[src/rtl/rear_light_ctrl.sv]
// Rear-light sequencer: synchronized button presses step the light mode,
// plus fast/slow blink square waves and an optional inactivity timeout.

module blink_gen #(
    parameter int HALF = 2
) (
    input  logic clk,
    input  logic rst,
    input  logic run,
    output logic blink
);
    localparam int W = (HALF > 1) ? $clog2(HALF) : 1;

    logic [W-1:0] cnt;

    // Counter and output snap back to 0/1 at the same edge run drops.
    always_ff @(posedge clk or posedge rst) begin
        if (rst) begin
            cnt   <= '0;
            blink <= 1'b1;
        end else if (!run) begin
            cnt   <= '0;
            blink <= 1'b1;
        end else if (cnt == W'(HALF - 1)) begin
            cnt   <= '0;
            blink <= ~blink;
        end else begin
            cnt   <= cnt + 1'b1;
        end
    end
endmodule

module rear_light_ctrl #(
    parameter int FAST_HALF = 2,
    parameter int SLOW_HALF = 8,
    parameter int TIMEOUT   = 0
) (
    input  logic       clk,
    input  logic       rst,
    input  logic       btn_in,
    output logic [1:0] state,
    output logic       fast_blink,
    output logic       slow_blink,
    output logic       press
);
    typedef enum logic [1:0] {
        OFF    = 2'b00,
        ON     = 2'b01,
        FLASH1 = 2'b10,
        FLASH2 = 2'b11
    } mode_t;

    mode_t state_q, state_d;
    logic  s1, s2, prev;
    logic  timeout_hit;

    always_ff @(posedge clk or posedge rst) begin
        if (rst) begin
            s1   <= 1'b0;
            s2   <= 1'b0;
            prev <= 1'b0;
        end else begin
            s1   <= btn_in;
            s2   <= s1;
            prev <= s2;
        end
    end

    assign press = s2 & ~prev;

    generate
        if (TIMEOUT > 0) begin : g_timeout
            localparam int IW = $clog2(TIMEOUT + 1);
            logic [IW-1:0] idle_cnt;

            assign timeout_hit = (state_q != OFF) && !press &&
                                 (idle_cnt == IW'(TIMEOUT - 1));

            always_ff @(posedge clk or posedge rst) begin
                if (rst)
                    idle_cnt <= '0;
                else if (press || state_q == OFF || timeout_hit)
                    idle_cnt <= '0;
                else
                    idle_cnt <= idle_cnt + 1'b1;
            end
        end else begin : g_no_timeout
            assign timeout_hit = 1'b0;
        end
    endgenerate

    always_ff @(posedge clk or posedge rst) begin
        if (rst) state_q <= OFF;
        else     state_q <= state_d;
    end

    // A press outranks a timeout landing in the same cycle.
    always_comb begin
        state_d = state_q;
        if (press) begin
            case (state_q)
                OFF:     state_d = ON;
                ON:      state_d = FLASH1;
                FLASH1:  state_d = FLASH2;
                default: state_d = OFF;
            endcase
        end else if (timeout_hit) begin
            state_d = OFF;
        end
    end

    assign state = state_q;

    // Blink runs only while staying in its mode, so entry and exit both
    // see the idle values at the state-change edge.
    blink_gen #(.HALF(FAST_HALF)) u_fast (
        .clk   (clk),
        .rst   (rst),
        .run   (state_q == FLASH1 && state_d == FLASH1),
        .blink (fast_blink)
    );

    blink_gen #(.HALF(SLOW_HALF)) u_slow (
        .clk   (clk),
        .rst   (rst),
        .run   (state_q == FLASH2 && state_d == FLASH2),
        .blink (slow_blink)
    );
endmodule

[config.mk]
export PLATFORM = sky130hd
export DESIGN_NAME = rear_light_ctrl
export DESIGN_NICKNAME = d
export VERILOG_FILES = /design/src/rtl/rear_light_ctrl.sv
export SDC_FILE = /design/constraint.sdc
export NUM_CORES = 1
export LEC_CHECK = 0
export ABC_AREA = 1
export CORE_MARGIN = 2
export CORE_UTILIZATION = 29
export CTS_CLUSTER_DIAMETER = 80
export DETAILED_ROUTE_END_ITERATION = 8
export SYNTH_ARGS = -nofsm -noshare
export SYNTH_HDL_FRONTEND = slang
export SYNTH_SLANG_ARGS = --single-unit
[constraint.sdc]
create_clock -name clk -period 2.7 [get_ports clk]
set_clock_uncertainty 0.1 [all_clocks]
set_input_delay 0.81 -clock clk [delete_from_list [all_inputs] [get_ports clk]]
set_output_delay 0.81 -clock clk [all_outputs]
set_load 0.01 [all_outputs]
==> flow_summary.ini <==
[status]
outcome = finished clean

[detailed_routing]
first_iter_violations = 2
drc = 0
wl_per_cell_um = 7.892
via_per_inst = 3.831
wl_um = 655
dr_total_vias = 318
postRouteAntennaNets = 0
first_pass_iters = 2

[timing]
finalCritPeriodShare_pct = 83.51
worst_hold_slack_ns = 0.2495
rsz0062_at_grt = false
max_freq_ghz = 0.4435
period_minus_slack_ns = 2.255
worstMarginPinSlew_ns = 0.3883
finalHoldViolations = 0
timing.slew.headroom_pct = 74.09
tns_ns = 0
finalSetupViolCount = 0
slew_violations = 0

[floorplan]
fp-row-count = 15
initial_core_util_pct = 30.33
ios = 8
die_area_mm2 = 0.002140
core_mm2 = 0.001708
die_w_um = 46.27
die_h_um = 46.27

[global_routing]
use_met2_pct = 10.28
use_met1_pct = 11.71
grt_util_all_layers_pct = 8.583
grt_max_degree = 12
antenna_found_initial = 0
met3_usage_pct = 2.353
grt_pass1_vias = 281
grt_overflow = 0
grt_pass1_wl_um = 1186
grt_busiest_layer = met1

[setup_path]
endpoint_kind = output pin
crit_family = buffers and inverters
cp-start-kind = flop
worst-setup-path-type = flop to output pin
cp_cell_sequence = nor2_4, clkdlybuf4s50_1
cpPeakStageDelay_ns = 0.54
arrival_ns = 1.34
slowest_stage = clkdlybuf4s50_1
worstPathMaxFanout = 3
path_buf_inv = 1
required_ns = 1.79

[cts]
cts_num_sinks = 11
clk_pin_slew_ns = 0.06
cts_resized = 0
post_cts_buffers = 0
cts_hold_buffers = 0
htree_levels = 1
cts_root_buffer = clkbuf_4
numCtsBuffers = 3
cts_tree = built
clock_latency_ns = 0.26
cts.path.max_buffers = 2

[placement]
io_buffer_count = 7
gp_congestion = 0.7218
placed_area_um2 = 619.3
dp_hpwl_um = 521.3

[synthesis]
yosysSeqAreaShare_pct = 53.62
avgSynthCellArea_um2 = 11.02
synth_top_area_share_pct = 43.48
yosys.area.top_type = dfrtp_1
synth_edf_count = 0
synthCells = 47
async_flop_share_pct = 100.0
syn_nets = 55
synth.area.top_cells = dfrtp_1 43%, ha_1 12%, dfstp_2 10%
synth_most_common_cell = dfrtp_1
yosys.cell_types.count = 16
syn-cell-area_um2 = 518.0
yosys_warnings = 0
synth_common_cells = 9 x dfrtp_1, 7 x inv_1, 5 x ha_1, 5 x nand2_1, 3 x nor2_2
ys.flop_type = dfrtp_1
ys_ff_latch = 11

[flow_run]
drv_cap = 0

[power]
design_power_total_mw = 0.4709
p_leak_nw = 0.3048
vdd_drop_max_uv = 293.5
pwr_density_cell_mw_per_mm2 = 729.3

[finish]
multi_input_area_um2 = 206.4
design_area_um2 = 645.6
nets = 67
seq_area_um2 = 277.8
layout-drive-gt1-share_pct = 27.59
syn_to_final_growth_pct = 24.64
nFillCells = 173
antenna_cells = 0

[hold_path]
hold_class = flop to flop
[per-layer routing]
metal | vias to the layer above | wire [um]
met2 | 7 | 287
met5 | - | 0
met3 | 2 | 28
met4 | 0 | 9
met1 | 143 | 330
li1 | 166 | -
[report_power, final]
part	internal [mW]	total, mW	switching (mW)
Sequential	0.185	0.211	0.0258
Combinational	0.0685	0.153	0.0848
Clock	0.0570	0.107	0.0496
Total	0.311	0.471	0.160
[state kept, by name (all words and copies together), names as in the netlist]
signal        cells
prev              1
s1                1
s2                1
state             2
u_fast.blink      1
u_fast.cnt        1
u_slow.blink      1
u_slow.cnt        3
[final timing paths]
check | startpoint | end | slack [ns] | cells past startpoint
max in group asynchronous | rst | u_slow.blink | 1.46 | 2
setup / recovery | prev | press | 0.45 | 2
setup reg to reg | u_slow.cnt[0] | u_slow.cnt[0] | 1.33 | 4
hold / removal | s1 | s2 | 0.25 | 0
min in group asynchronous | rst | u_slow.cnt[2] | 0.72 | 2
hold reg to reg | s1 | s2 | 0.25 | 0
[worst reg2reg max path, cell delays in order (launching register included)]
cell	delay (ns)
dfrtp_1	0.39
ha_1	0.20
ha_1	0.21
or2_2	0.31
nor2_2	0.10
[cell families (layout without fill, tap and decap cells)]
group,Yosys count,in the layout,share of synthesized area (%)
buffers and inverters,9,20,6.523
xor gates and xnor gates,2,2,3.382
adders and majority gates,5,5,12.08
and+or+nand+nor,20,20,24.40
DFF,11,11,53.62
[cells in the final DEF, fill, tap and decap left out, drive strengths merged]
master,netlist,final
dfrtp,9,9
inv,9,9
nand2,8,8
clkdlybuf4s50,0,7
nor2,6,6
ha,5,5
clkbuf,0,4
nand3,3,3
xnor2,2,2
nand4,2,2
dfstp,2,2
or2,1,1
[through the flow]
step           util (%)  setup slack [ns]  std cells
3_3_place_gp      36.26            0.7297         79
3_5_place_dp      36.26            0.7184         79
2_1_floorplan         -             1.241         47
4_1_cts           37.80            0.4245         83
6_report          37.80            0.4452         83
5_1_grt           37.80            0.3593         83
[layout make-up]
cell class              count  share of cell area (%)
flip-flops and latches     11                   43.02
inverters                   9                   5.233
clock buffers               4                   4.070
multi-input cells          27                   31.98
well taps                  25                   4.845
repair buffers              7                   10.85
Note: power is estimated with default switching activity, not from simulation.
